**src/rtl/regfile_banked.sv**
```systemverilog
// Banked register file: one write port, two combinational read ports,
// in-place INC/DEC with a wrap flag, and switchable register banks.
module regfile_banked #(
  parameter int DATA_WIDTH = 8,
  parameter int NUM_REGS   = 4,
  parameter int NUM_BANKS  = 2,
  parameter bit BYPASS     = 1'b0,
  localparam int SW = (NUM_REGS  > 2) ? $clog2(NUM_REGS)  : 1,
  localparam int BW = (NUM_BANKS > 2) ? $clog2(NUM_BANKS) : 1
) (
  input  logic                  clock,
  input  logic                  reset,
  input  logic [2:0]            op,
  input  logic [SW-1:0]         reg_in_sel,
  input  logic [SW-1:0]         reg_1_out_sel,
  input  logic [SW-1:0]         reg_2_out_sel,
  input  logic [DATA_WIDTH-1:0] reg_data_in,
  output logic [DATA_WIDTH-1:0] reg_1_out,
  output logic [DATA_WIDTH-1:0] reg_2_out,
  output logic [BW-1:0]         bank,
  output logic                  wrap
);

  localparam logic [2:0] OP_WRITE    = 3'd1;
  localparam logic [2:0] OP_INC      = 3'd2;
  localparam logic [2:0] OP_DEC      = 3'd3;
  localparam logic [2:0] OP_BANK_SEL = 3'd4;

  logic [DATA_WIDTH-1:0] regs [NUM_BANKS][NUM_REGS];

  logic                  in_ok;
  logic                  is_wr;
  logic                  is_step;
  logic                  upd;
  logic [DATA_WIDTH-1:0] old_val;
  logic [DATA_WIDTH-1:0] new_val;
  logic [BW-1:0]         new_bank;
  logic                  bank_ok;

  always_comb begin
    in_ok    = (32'(reg_in_sel) < NUM_REGS);
    is_wr    = (op == OP_WRITE);
    is_step  = (op == OP_INC) || (op == OP_DEC);
    upd      = (is_wr || is_step) && in_ok;
    new_bank = reg_data_in[BW-1:0];
    bank_ok  = (32'(new_bank) < NUM_BANKS);

    old_val = '0;
    for (int r = 0; r < NUM_REGS; r++) begin
      if (reg_in_sel == SW'(r)) old_val = regs[bank][r];
    end

    if (is_wr)
      new_val = reg_data_in;
    else if (op == OP_INC)
      new_val = old_val + DATA_WIDTH'(1);
    else
      new_val = old_val - DATA_WIDTH'(1);
  end

  // Out-of-range selects match no register and therefore read as zero.
  always_comb begin
    reg_1_out = '0;
    reg_2_out = '0;
    for (int r = 0; r < NUM_REGS; r++) begin
      if (reg_1_out_sel == SW'(r)) reg_1_out = regs[bank][r];
      if (reg_2_out_sel == SW'(r)) reg_2_out = regs[bank][r];
    end
    if (BYPASS && upd) begin
      if (reg_1_out_sel == reg_in_sel) reg_1_out = new_val;
      if (reg_2_out_sel == reg_in_sel) reg_2_out = new_val;
    end
  end

  always_ff @(posedge clock or negedge reset) begin
    if (!reset) begin
      for (int b = 0; b < NUM_BANKS; b++)
        for (int r = 0; r < NUM_REGS; r++)
          regs[b][r] <= '0;
      bank <= '0;
      wrap <= 1'b0;
    end else begin
      for (int r = 0; r < NUM_REGS; r++) begin
        if (upd && (reg_in_sel == SW'(r))) regs[bank][r] <= new_val;
      end
      // Wrap reflects the old value: all ones before INC, zero before DEC.
      if (is_step && in_ok)
        wrap <= (op == OP_INC) ? (&old_val) : ~(|old_val);
      if ((op == OP_BANK_SEL) && bank_ok)
        bank <= new_bank;
    end
  end

endmodule

```
**config.mk**
```make
export PLATFORM = sky130hd
export DESIGN_NAME = regfile_banked
export DESIGN_NICKNAME = d
export VERILOG_FILES = /design/src/rtl/regfile_banked.sv
export SDC_FILE = /design/constraint.sdc
export NUM_CORES = 1
export LEC_CHECK = 0
export ABC_AREA = 0
export ABC_CLOCK_PERIOD_IN_PS = 3200
export BUFFER_PORTS_ARGS = -buffer_cell sky130_fd_sc_hd__buf_2
export CAP_MARGIN = 20
export CORE_UTILIZATION = 45
export DETAILED_ROUTE_END_ITERATION = 8
export PLACE_DENSITY = 0.65
export SLEW_MARGIN = 25
export SYNTH_ARGS = -nofsm -noshare
export SYNTH_HDL_FRONTEND = slang
export SYNTH_SLANG_ARGS = --single-unit
```
**constraint.sdc**
```tcl
create_clock -name clock -period 3.2 [get_ports clock]
set_clock_uncertainty 0.2 [all_clocks]
set_input_delay 0.64 -clock clock [delete_from_list [all_inputs] [get_ports clock]]
set_output_delay 0.64 -clock clock [all_outputs]
set_load 0.01 [all_outputs]
```
# Word-level counts from Yosys, hierarchy flattened
# Index checks and enable logic that the tools add are counted.
dict set report op_classes {
  add_sub_neg 2
  mux 34
  reduce_logical 12
  magnitude_cmp 2
  eq_ne 13
  bitwise 2
}
# op n
set op_table {}
lappend op_table {{bitwise mux 64 bit} 4}
lappend op_table {{two-way mux 64 bit} 4}
lappend op_table {{demux 32 bit (select 1 bit)} 4}
lappend op_table {{two-way mux 32 bit} 4}
lappend op_table {{two-way mux 8 bit} 15}
lappend op_table {{two-way mux 24 bit} 1}
lappend op_table {{two-way mux 16 bit} 1}
lappend op_table {{equality test 2 bit, second input constant} 6}
lappend op_table {{adder 8 x 1 -> 8 bit, second input constant} 1}
lappend op_table {{AND reduction 8 bit} 1}
lappend op_table {{OR reduction 8 bit} 1}
lappend op_table {{subtractor 8 x 1 -> 8 bit, second input constant} 1}
lappend op_table {{equality test 2 x 1 -> 1 bit, second input constant} 3}
lappend op_table {{equality test 3 x 2 -> 1 bit, second input constant} 2}
lappend op_table {{logical NOT 2 bit} 3}
lappend op_table {{logical AND 1 bit} 5}
lappend op_table {{equality test 3 x 1 -> 1 bit, second input constant} 1}
lappend op_table {{equality test 3 bit, second input constant} 1}
lappend op_table {{>= comparator 2 bit, second input constant} 1}
lappend op_table {{logical OR 1 bit} 2}
lappend op_table {{< comparator 2 x 1 -> 1 bit, second input constant} 1}
lappend op_table {{NOT 1 -> 2 bit} 1}
lappend op_table {{two-way mux 1 bit} 1}
lappend op_table {{NOT 1 bit} 1}
dict set report totals {
  inputBits 19
  out_inout_bits 18
  register_bits 66
  elab_cells 75
}

# Logic depth before layout (Yosys ltp)
# Gate-level depths: netlist (run 1).
dict set report depth {
  word_depth 19
  mapped_depth 13
  depth_no_buf 11
}

# Least setup slack after synthesis (run 1)
# Ideal clock, no wire load.
dict set report synth_timing {
  path_kind {input to register}
  startpoint {in reg_in_sel[1]}
  endpoint {reg regs[22] (netlist bit)}
  setup_time_ns 0.082
  path_buffers 3
  arrival_ns 3.262
  path_stages 13
  setup_slack_ns -0.344
  required_ns 2.918
  cell_sequence {buf_2 buf_2 buf_1 mux4_2 mux2_2 inv_1 fa_1 nor2b_1 o21ai_0 a21boi_0 o21ai_0 mux2_1 a31oi_1}
}
dict set report synth_between {
  elab_chain_cells 16
}
# item line_no
set synth_rtl {}
lappend synth_rtl {{start: declaration} 14} ;# input logic [SW-1:0] reg_in_sel,
lappend synth_rtl {{logical NOT 2 bit} {50, 84}}
lappend synth_rtl {{two-way mux 8 bit (4 in a row)} 50} ;# if (reg_in_sel == SW'(r)) old_val = regs[bank][r];
lappend synth_rtl {{subtractor 8 x 1 -> 8 bit or adder 8 x 1 -> 8 bit (tied branches)} {58, 56}}
lappend synth_rtl {{two-way mux 8 bit} 55} ;# else if (op == OP_INC)
lappend synth_rtl {{two-way mux 8 bit} 53} ;# if (is_wr)
lappend synth_rtl {{bitwise mux 64 bit} 84} ;# if (upd && (reg_in_sel == SW'(r))) regs[bank][r] <= new_val;
lappend synth_rtl {{two-way mux 64 bit} 84}
lappend synth_rtl {{bitwise mux 64 bit} 84}
lappend synth_rtl {{two-way mux 64 bit} 84}
lappend synth_rtl {{bitwise mux 64 bit} 84}
lappend synth_rtl {{two-way mux 64 bit} 84}
lappend synth_rtl {{bitwise mux 64 bit} 84}
lappend synth_rtl {{two-way mux 64 bit *} 84}
lappend synth_rtl {{end signal: indexed assignment} 84}
lappend synth_rtl {{end: declaration} 29} ;# logic [DATA_WIDTH-1:0] regs [NUM_BANKS][NUM_REGS];
# Every way passes the cells marked *; elsewhere a longest branch is shown, timed or not.
# A chain may end at the register's enable or synchronous reset.

# Worst setup path in the final report (run 1)
dict set report layout_timing {
  startpoint {reg bank}
  endpoint {out reg_1_out[5]}
}
dict set report layout_between {
  elab_chain_cells 8
}
# item line_no
set layout_rtl {}
lappend layout_rtl {{start: declaration} 20} ;# output logic [BW-1:0] bank,
lappend layout_rtl {{start signal: assignment} 90} ;# bank <= new_bank;
lappend layout_rtl {{NOT 1 -> 2 bit (not written as such) *} 66} ;# if (reg_1_out_sel == SW'(r)) reg_1_out = regs[bank][r];
lappend layout_rtl {{two-way mux 32 bit (not written as such) * (3 in a row)} 66}
lappend layout_rtl {{two-way mux 8 bit (3 in a row)} 66}
lappend layout_rtl {{two-way mux 8 bit *} 66}
lappend layout_rtl {{end: declaration} 18} ;# output logic [DATA_WIDTH-1:0] reg_1_out,
# Every way passes the cells marked *; elsewhere a longest branch is shown, timed or not. The select of a mux whose other input is x is not followed.

==> impl_metrics.json, run 1 <==
{
  "status": "finished clean",
  "die_w_um": 102.5,
  "worstSetupPathType": "register to output pin",
  "synthDistinctLibCells": 50,
  "grt_pass1_vias": 3699,
  "start_kind": "register",
  "r2r_setup_slack_ps": 140,
  "slowest_stage": "dfrtp_4",
  "grt_pass1_wl_mm": 20.89,
  "io_pins": 37,
  "area_growth_pct": 18.65,
  "ys.flop_type": "dfrtp_1",
  "cp_max_fo": 39,
  "clk_latency_ps": 360,
  "synth_async_sr_flop_share_pct": 100.0,
  "syn_inst": 452,
  "grt_use_total_pct": 27.82,
  "leakage_nw": 2.278,
  "final.setup.worst_slack_ps": 91.38,
  "synth_area_sq_um": 4543,
  "crit_chain": "buf_4 > buf_12 > mux2_2 > mux4_2 > buf_2",
  "cts_sinks": 66,
  "cts_max_level": 3,
  "clkPwrFrac_pct": 14.8,
  "synth_top_area_cell": "dfrtp_1",
  "avgSynthCellArea_sq_um": 10.05,
  "drc": 0,
  "initialDrtViolationCount": 316,
  "worstMarginPinSlew_ps": 672.1,
  "start_util_pct": 46.48,
  "swShare_pct": 41.04,
  "hold_viol": 0,
  "holdWs_ps": 42.85,
  "via_per_inst": 6.000,
  "pwr-share-seq_pct": 30.7,
  "synth.most_common_cell": "nand2_1",
  "total_power_w": 0.005283,
  "crit_path_end_kind": "output pin",
  "p_per_area_nw_per_um2": 980.0,
  "fmax_mhz": 321.7,
  "antenna_found_initial": 0,
  "clockBufferDepth": 2,
  "routedWlPerCell_um": 20.61,
  "drt-total-wl_mm": 13.36,
  "required_ps": 2360,
  "global_route.overflow_total": 0,
  "root_buffer": "clkbuf_8",
  "relSlewSlack_pct": 55.07,
  "dp_hpwl_mm": 10.01,
  "switching_power_w": 0.002168,
  "r2r_end": "regs[7]",
  "cts_buffers": 9,
  "cp_top_family": "multiplexers",
  "gp_congestion": 0.9634,
  "nNetsFinal": 536,
  "slew_violations": 0,
  "n_antenna_cell": 0,
  "synth_top_area_share_pct": 36.35,
  "clk_pin_slew_ps": 80,
  "arrival_ps": 2270,
  "cp.buffers_inverters": 3,
  "hold_buffers": 0,
  "die_area_sq_um": 10500,
  "dr.pass1.iters": 4,
  "p_comb_share_pct": 54.5,
  "fin_crit_sh_pct": 97.14,
  "synth.yosys.seq_area_share_pct": 36.35,
  "die_h_um": 102.5,
  "post-route-min-period_ps": 3109,
  "yosys_register_bits": 66,
  "cts_tree": "done",
  "hold_path_class": "input pin to async pin",
  "synth_warnings": 0,
  "cp.depth": 5,
  "rr_worst_depth": 11,
  "vias": 3888,
  "netlist_top_cells_count": "78 x nand2_1, 66 x dfrtp_1, 46 x mux2_2",
  "syn-num-nets": 478,
  "timing.rr.start": "bank",
  "fp-row-count": 36,
  "max-cap-violations": 0,
  "finalSetupViolCount": 0,
  "portBuffers": 36,
  "cp_slowest_stage_delay_ps": 500,
  "core_area_sq_um": 9774,
  "synth.area.top_cells": "dfrtp_1 36%, mux4_2 15%, mux2_2 11%, nand2_1 6.4%, a21oi_1 3.5%",
  "synth-edff-count": 0,
  "dpl_worst_slack_ps": -341.4,
  "internal_power_w": 0.003115,
  "fin_tns_setup_ps": 0,
  "grt_max_degree": 40,
  "drive_gt1_share_pct": 37.48,
  "final_antenna_net_count": 0,
  "peakVddDrop_v": 0.0004087
}
==> layout make-up <==
type	instances	area (sq um)
clock buffer	11	131.4
clock inverter	5	78.83
fill	867	4384
sequential	66	1655
tap	133	166.4
multi-input combinational	352	2815
inverter	5	18.77
timing repair buffer	76	524.3
==> what timing repair did <==
action	CTS	global route
resized for setup	0	8
setup endpoints to repair	0	32
buffers inserted	0	4
==> stage by stage <==
stage | utilization, % | instances | area (sq um)
floorplan | - | 452 | 4622
global placement | 52.50 | 628 | 5131
detailed placement | 52.50 | 628 | 5131
CTS | 54.65 | 644 | 5341
global route | 55.15 | 648 | 5390
finish | 55.15 | 648 | 5390
==> worst max path at each step <==
stage | start | to | slack, ps
final | bank | reg_1_out[5] | 90
after global routing | bank | regs[22] | -10
after CTS | reg_in_sel[0] | regs[22] | 40
after detailed placement | reg_in_sel[0] | regs[22] | -340
after global placement | reg_in_sel[0] | regs[38] | -280
after floorplan | reg_in_sel[0] | regs[23] | 10
==> layout by cell type (no fill, tap or decap), types with 2 or more instances in the layout <==
| cell type | synthesis | layout |
|---|---|---|
| a21oi_1 | 32 | 30 |
| o21ai_0 | 32 | 30 |
| bufinv_16 | 0 | 2 |
| a31oi_1 | 8 | 8 |
| nand4_1 | 4 | 4 |
| nor2b_1 | 4 | 3 |
| inv_1 | 5 | 5 |
| nor4_1 | 2 | 2 |
| clkbuf_1 | 17 | 2 |
| buf_2 | 6 | 35 |
| clkinv_2 | 0 | 2 |
| clkbuf_8 | 0 | 9 |
| mux2_4 | 2 | 3 |
| buf_12 | 0 | 3 |
| nor3_1 | 4 | 4 |
| nand2b_1 | 4 | 4 |
| nand4b_1 | 4 | 4 |
| o21ai_2 | 1 | 2 |
| o21ai_1 | 20 | 21 |
| nor3b_1 | 3 | 3 |
| nand2_1 | 78 | 78 |
| mux2_2 | 46 | 46 |
| ha_4 | 0 | 4 |
| nor2_1 | 39 | 39 |
| dfrtp_1 | 66 | 65 |
| buf_4 | 1 | 36 |
| a21oi_2 | 1 | 3 |
| ha_1 | 6 | 2 |
| nand3_1 | 7 | 7 |
| mux4_2 | 31 | 31 |
==> flip-flops by register name (all words and copies together), names as in the netlist <==
signal and cells:
bank 1, regs 64, wrap 1
==> worst register-to-register path, delay by kind of cell (launching register included) <==
kind / cells / cell delay (ps)
compound gates: 4 / 650
xor+xnor: 1 / 200
fa+ha+maj: 1 / 310
buf+inv: 2 / 340
flops: 1 / 500
mux: 1 / 490
simple gates: 2 / 240
==> routing by layer <==
metal / vias up / global-route usage (%) / routed length, um
met5: - / 0 / 0
met3: 29 / 6.361 / 987
li1: 1771 / - / -
met1: 1925 / 38.38 / 5769
met2: 163 / 42.51 / 6192
met4: 0 / 10.88 / 407
==> power groups by stage <==
stage	sequential, W	clock, W	combinational (W)
final	0.00162	0.000781	0.00288
after global routing	0.00166	0.000826	0.00313
after floorplan	0.00145	0	0.00197
after global placement	0.00161	0	0.00274
after CTS	0.00161	0.000793	0.00282
after detailed placement	0.00162	0	0.00281
==> kinds of logic (layout without fill, tap and decap cells) <==
family | Yosys count | count (layout) | share of synthesized area, %
AOI/OAI and AO/OA | 104 | 104 | 13.16
buffers and inverters | 34 | 97 | 3.388
muxes | 81 | 81 | 28.17
DFF | 66 | 66 | 36.35
and+or+nand+nor | 156 | 156 | 15.31
xor gates and xnor gates | 4 | 4 | 1.515
adders and majority gates | 7 | 7 | 2.093
Power figures use the tool's default switching activity.
==> run 2, diff against run 1 <==
--- a/config.mk
+++ b/config.mk
@@ -5,13 +5,13 @@
 export SDC_FILE = /design/constraint.sdc
 export NUM_CORES = 1
 export LEC_CHECK = 0
-export ABC_AREA = 0
+export ABC_AREA = 1
 export ABC_CLOCK_PERIOD_IN_PS = 3200
 export BUFFER_PORTS_ARGS = -buffer_cell sky130_fd_sc_hd__buf_2
 export CAP_MARGIN = 20
 export CORE_UTILIZATION = 45
 export DETAILED_ROUTE_END_ITERATION = 8
-export PLACE_DENSITY = 0.65
+export PLACE_DENSITY = 0.66
 export SLEW_MARGIN = 25
 export SYNTH_ARGS = -nofsm -noshare
 export SYNTH_HDL_FRONTEND = slang
==> run 2 against run 1 <==
Against the previous run: the run now ends with design-rule violations left; cell area down 7.9%; first-iteration DRC count is 14% lower; cell count rose by 18%; maximum frequency increased by 2.0%; critical endpoint is now regs[37]; via count rose by 6.7%; count of clock-buffer cells in the layout fell by 1; global-route usage increased by 0.70 points; sequential power fell by 15%; synthesized cell count is 25% higher; die area shrank 12%.
==> impl_metrics.json, run 2 <==
{
  "status": "finished with violations",
  "violations": "design-rule violations",
  "grt_use_met1_pct": 39.60,
  "dp_cells": 744,
  "holdWs_ps": 117.9,
  "synth.area.top_cells": "dfrtp_1 41%, nand2_1 21%, inv_1 6.0%, o21ai_0 5.1%, o21ai_1 3.9%",
  "relSlewSlack_pct": 51.37,
  "die_w_um": 96.30,
  "top_regs": "regs (64), bank (1), wrap (1)",
  "arrival_ps": 3080,
  "grt_max_degree": 37,
  "die_h_um": 96.30,
  "drt-total-wl_mm": 12.67,
  "dp_hpwl_mm": 9.533,
  "synth.yosys.seq_area_share_pct": 41.28,
  "routedWlPerCell_um": 16.56,
  "leakage_nw": 2.555,
  "busiest_layer": "met2",
  "clk_latency_ps": 340,
  "io_pins": 37,
  "cp_max_fo": 18,
  "n_antenna_cell": 0,
  "postLayoutCoreUtil_pct": 57.19,
  "cp.buffers_inverters": 5,
  "synth_area_sq_um": 4001,
  "final.setup.worst_slack_ps": 152.6,
  "area_growth_pct": 24.05,
  "peakVddDrop_v": 0.0003929,
  "total_power_w": 0.004223,
  "finalSetupViolCount": 0,
  "grt_use_total_pct": 28.52,
  "dpl_worst_slack_ps": -60.44,
  "final_cell_mix": "224 x nand2_1, 65 x dfrtp_1, 64 x inv_1, 42 x buf_4",
  "cp_top_family": "compound AO/OA/AOI/OAI gates",
  "rsz0062_at_grt": "no",
  "ys.flop_type": "dfrtp_1",
  "hold_viol": 0,
  "cp_common_cell": "nand2_1",
  "root_buffer": "clkbuf_8",
  "required_ps": 3240,
  "clk_pin_slew_ps": 70,
  "grt_pass1_wl_mm": 19.51,
  "nNetsFinal": 678,
  "synth_top_area_cell": "dfrtp_1",
  "die_area_sq_um": 9273,
  "slowest_stage": "dfrtp_2",
  "instances_no_fill": 765,
  "dr.pass1.iters": 9,
  "slew_violations": 0,
  "p_per_area_nw_per_um2": 850.8,
  "top_register": "regs",
  "final_common_cell": "nand2_1",
  "synth.most_common_cell": "nand2_1",
  "global_route.overflow_total": 0,
  "avgSynthCellArea_sq_um": 7.057,
  "clockBufferDepth": 2,
  "drc": 2,
  "regArea_sq_um": 1653,
  "synth_top_area_share_pct": 41.28,
  "cts_buffers": 9,
  "synthDistinctLibCells": 32,
  "yosys_register_bits": 66,
  "largest_reg_flops": 64,
  "multi_input_area_sq_um": 2048,
  "initialDrtViolationCount": 271,
  "fmax_mhz": 328.2,
  "vias": 4149,
  "antenna_found_initial": 0,
  "cp_slowest_stage_delay_ps": 490,
  "worstSetupPathType": "register to register",
  "synth_warnings": 0,
  "core_area_sq_um": 8678,
  "nFillCells": 860,
  "met3_usage_pct": 4.423,
  "start_kind": "register",
  "hold_path_class": "input pin to async pin",
  "synth_async_sr_flop_share_pct": 100.0,
  "portBuffers": 36,
  "cts_tree": "done",
  "crit_path_end_kind": "register",
  "start_util_pct": 46.11,
  "via_per_inst": 5.424,
  "max-cap-violations": 0,
  "fin_crit_sh_pct": 95.23,
  "netlist_top_cells_count": "226 x nand2_1, 66 x dfrtp_1, 64 x inv_1",
  "synth-edff-count": 0,
  "crit_chain": "buf_12 > clkbuf_16 > nand2_1 > o21ai_0 > buf_4 > o22ai_1 > o21ai_2 > ha_1 > inv_1 > o21ai_2 > nor2_1 > a21boi_0 > o21ai_1 > nand2_1 > buf_12 > nand2_1 > o21a_1",
  "syn-num-nets": 593,
  "worstMarginPinSlew_ps": 724.6,
  "cts_max_level": 3,
  "syn_inst": 567,
  "post-route-min-period_ps": 3047,
  "gp_congestion": 0.9397,
  "cts_sinks": 66,
  "final_antenna_net_count": 0,
  "met2_usage_pct": 46.28,
  "fp-row-count": 34,
  "drive_gt1_share_pct": 21.61,
  "grt_pass1_vias": 3814
}
## run 2: area by class of cell
type	instances	share of cell area, %
Tap cell	108	2.722
Multi-Input combinational cell	417	41.27
Sequential cell	66	33.30
Clock buffer	10	2.571
Clock inverter	6	2.319
Timing Repair Buffer	83	12.10
Inverter	75	5.722
## run 2: per-stage QoR
step | TNS [ps] | cell area (sq um)
final | 0 | 4964
after global placement | -147.2 | 4594
after CTS | 0 | 4837
after floorplan | 0 | 4001
after global routing | 0 | 4964
after detailed placement | -386.0 | 4594
## run 2: where the power goes
part           leakage, nW  switching, W  internal [W]  total (W)
Combinational         1.63       0.00121      0.000782    0.00199
Sequential           0.806      0.000176       0.00120    0.00138
Clock                0.117      0.000337      0.000520   0.000857
Total                 2.56       0.00172       0.00250    0.00422
## run 2: path summary, 6_finish.rpt
path,to,slack (ps),cells after the start,from
min reg2reg,regs[20],280,2,regs[20]
min in group clock,regs[20],280,2,regs[20]
max in group asynchronous,regs[61],2060,2,reset
max reg2reg,regs[37],150,17,bank
max,regs[37],150,17,bank
min,regs[12],120,1,reset
## run 2: worst reg2reg max path: cells and delay by family, from the launching register on
family / cells / cell delay (ps)
fa+ha+maj: 1 / 330
simple gates: 4 / 310
compound gates: 7 / 900
flops: 1 / 490
buf+inv: 5 / 690
## run 2: logic make-up (layout without fill, tap and decap cells)
| group | after synthesis | in the layout | share of synthesized area (%) |
|---|---|---|---|
| compound gates | 114 | 114 | 16.82 |
| xor+xnor | 2 | 2 | 0.4379 |
| simple gates | 291 | 291 | 29.39 |
| mux | 3 | 3 | 0.7505 |
| flops | 66 | 66 | 41.28 |
| fa+ha+maj | 7 | 7 | 2.376 |
| buf+inv | 84 | 174 | 8.943 |
## run 2: what timing repair did
| action | in CTS | in global routing |
|---|---|---|
| gates resized for setup | 0 | 25 |
| setup buffers | 0 | 4 |
| hold buffers | 0 | 0 |
| endpoints found under the setup margin | 0 | 40 |
## run 2: layer usage
layer / up-vias / share of wire, %
met5: - / 0
met4: 0 / 1.6
met3: 22 / 6.4
met2: 172 / 47
met1: 1967 / 45
li1: 1988 / -
==> run 3, diff against run 2 <==
--- a/config.mk
+++ b/config.mk
@@ -11,6 +11,7 @@
 export CAP_MARGIN = 20
 export CORE_UTILIZATION = 45
 export DETAILED_ROUTE_END_ITERATION = 8
+export GPL_TIMING_DRIVEN = 0
 export PLACE_DENSITY = 0.66
 export SLEW_MARGIN = 25
 export SYNTH_ARGS = -nofsm -noshare
==> run 3 against run 2 <==
Against the previous run: the flow now finishes without violations; hold slack got worse by 100 ps; sequential share of layout area increased by 1.3 points; register-to-register slack lost 110 ps; clock power shrank 26%; wire length is 2.2% lower; combinational power fell by 4%; highest routed layer unchanged.
==> impl_metrics.json, run 3 (synthesis gave the netlist of run 2 again) <==
{
  "initialDrtViolationCount": 331,
  "cp_common_cell": "nand2_1",
  "slew_violations": 0,
  "die_area_sq_um": 9273,
  "drc": 0,
  "antenna_found_initial": 0,
  "r2r_end": "regs[14]",
  "grt_max_degree": 39,
  "max-cap-violations": 0,
  "n_antenna_cell": 0,
  "cp_max_fo": 10,
  "fmax_mhz": 316.4,
  "cts_sinks": 66,
  "drive_gt1_share_pct": 19.62,
  "hold_viol": 0,
  "root_buffer": "clkbuf_8",
  "largest_reg_flops": 64,
  "global_route.overflow_total": 0,
  "hold_buffers": 0,
  "fin_tns_setup_ps": 0,
  "arrival_ps": 3180,
  "final_common_cell": "nand2_1",
  "die_w_um": 96.30,
  "post-route-min-period_ps": 3161,
  "cp_slowest_stage_delay_ps": 420,
  "area_growth_pct": 19.45,
  "drt-total-wl_mm": 12.40,
  "worstSetupPathType": "register to register",
  "dr.pass1.iters": 5,
  "required_ps": 3210,
  "portBuffers": 36,
  "dp_hpwl_mm": 8.916,
  "r2r_setup_slack_ps": 40,
  "final_antenna_net_count": 0,
  "grt_pass1_vias": 3574,
  "cp.buffers_inverters": 4,
  "clk_pin_slew_ps": 80,
  "fin_crit_sh_pct": 98.78,
  "finalSetupViolCount": 0,
  "cts_max_level": 3,
  "slowest_stage": "dfrtp_1",
  "fp-row-count": 34,
  "via_per_inst": 5.389,
  "core_area_sq_um": 8678,
  "worstMarginPinSlew_ps": 761.1,
  "timing.rr.start": "bank",
  "p_per_area_nw_per_um2": 822.6,
  "cts_buffers": 9,
  "nNetsFinal": 648,
  "io_pins": 37,
  "gp_congestion": 0.9410,
  "critPathLaunch": "bank",
  "final_cell_mix": "218 x nand2_1, 66 x dfrtp_1, 62 x inv_1, 38 x o21ai_1, 35 x buf_2",
  "rr_worst_depth": 19,
  "status": "finished clean",
  "start_util_pct": 46.11,
  "die_h_um": 96.30,
  "top_regs": "regs (64), bank (1), wrap (1)",
  "grt_pass1_wl_mm": 18.79,
  "clockBufferDepth": 2,
  "holdWs_ps": 13.57,
  "relSlewSlack_pct": 49.07,
  "crit_path_end_kind": "register",
  "vias": 3961,
  "cp_top_family": "compound AO/OA/AOI/OAI gates",
  "leakage_nw": 2.390,
  "start_kind": "register",
  "hold_path_class": "input pin to async pin",
  "top_register": "regs",
  "grt_use_total_pct": 27.87,
  "cts_tree": "done",
  "clk_latency_ps": 350,
  "crit_chain": "buf_6 > buf_12 > buf_6 > o21ai_2 > nand2_1 > nand4_1 > o21ai_4 > ha_4 > inv_4 > nor2_4 > o21ai_2 > nand2_1 > nand2_2 > nand2_2 > a21oi_2 > xor2_1 > nand2_1 > o21ai_4 > o21ai_1",
  "routedWlPerCell_um": 16.87,
  "peakVddDrop_v": 0.0003860,
  "rsz0062_at_grt": "yes"
}
-- run 3: metrics by stage --
stage               utilization (%)  setup slack [ps]  power, W  cell area, sq um  cells
floorplan                         -             172.1  0.002506              4001    567
global placement              49.74            -662.7  0.002994              4317    711
detailed placement            50.00            -694.8  0.003049              4339    712
CTS                           52.80            -6.178  0.003764              4582    730
global route                  55.07            -95.05  0.004230              4780    735
finish                        55.07             39.02  0.003932              4780    735
-- run 3: worst max path at each step --
stage	to	slack, ps	cells past startpoint
floorplan	regs[14]	170	17
global placement	regs[14]	-660	18
detailed placement	regs[14]	-690	18
CTS	regs[54]	-6	20
global route	regs[14]	-100	19
finish	regs[14]	40	19
-- run 3: where the power goes --
group	internal, W	switching (W)	leakage, nW	total (W)
clock	0.000298	0.000337	0.0851	0.000635
sequential	0.00120	0.000180	0.806	0.00138
combinational	0.000703	0.00121	1.50	0.00192
-- run 3: worst register-to-register path, delay by kind of cell (launching register included) --
family,cells,cell delay [ps]
flip-flops,1,420
adder cells (fa/ha/maj),1,280
buffers and inverters,4,520
AO/OA/AOI/OAI,6,880
AND/OR/NAND/NOR,7,580
XOR/XNOR,1,150
-- run 3: final cells by class --
cell class              instances  area, sq um
multi-input cells             417         2138
clock buffers                  11        141.4
fillers                       880         3899
inverters                      75        284.0
flip-flops and latches         66         1652
repair buffers                 44        290.3
well taps                     108        135.1
clock inverters                 5        30.03
plain buffers                   9        108.9
-- run 3: per-layer routing --
layer | GRT usage (%) | part of all wire (%)
met2 | 43.62 | 45
met3 | 3.712 | 7.0
met1 | 39.58 | 46
met5 | 0 | 0
met4 | 9.436 | 1.9
-- run 3: timing repair --
item,CTS,global route
buffers inserted,2,3
setup endpoints to repair,52,50
gates resized for setup,22,37
pin swaps,2,18
cloned,0,2
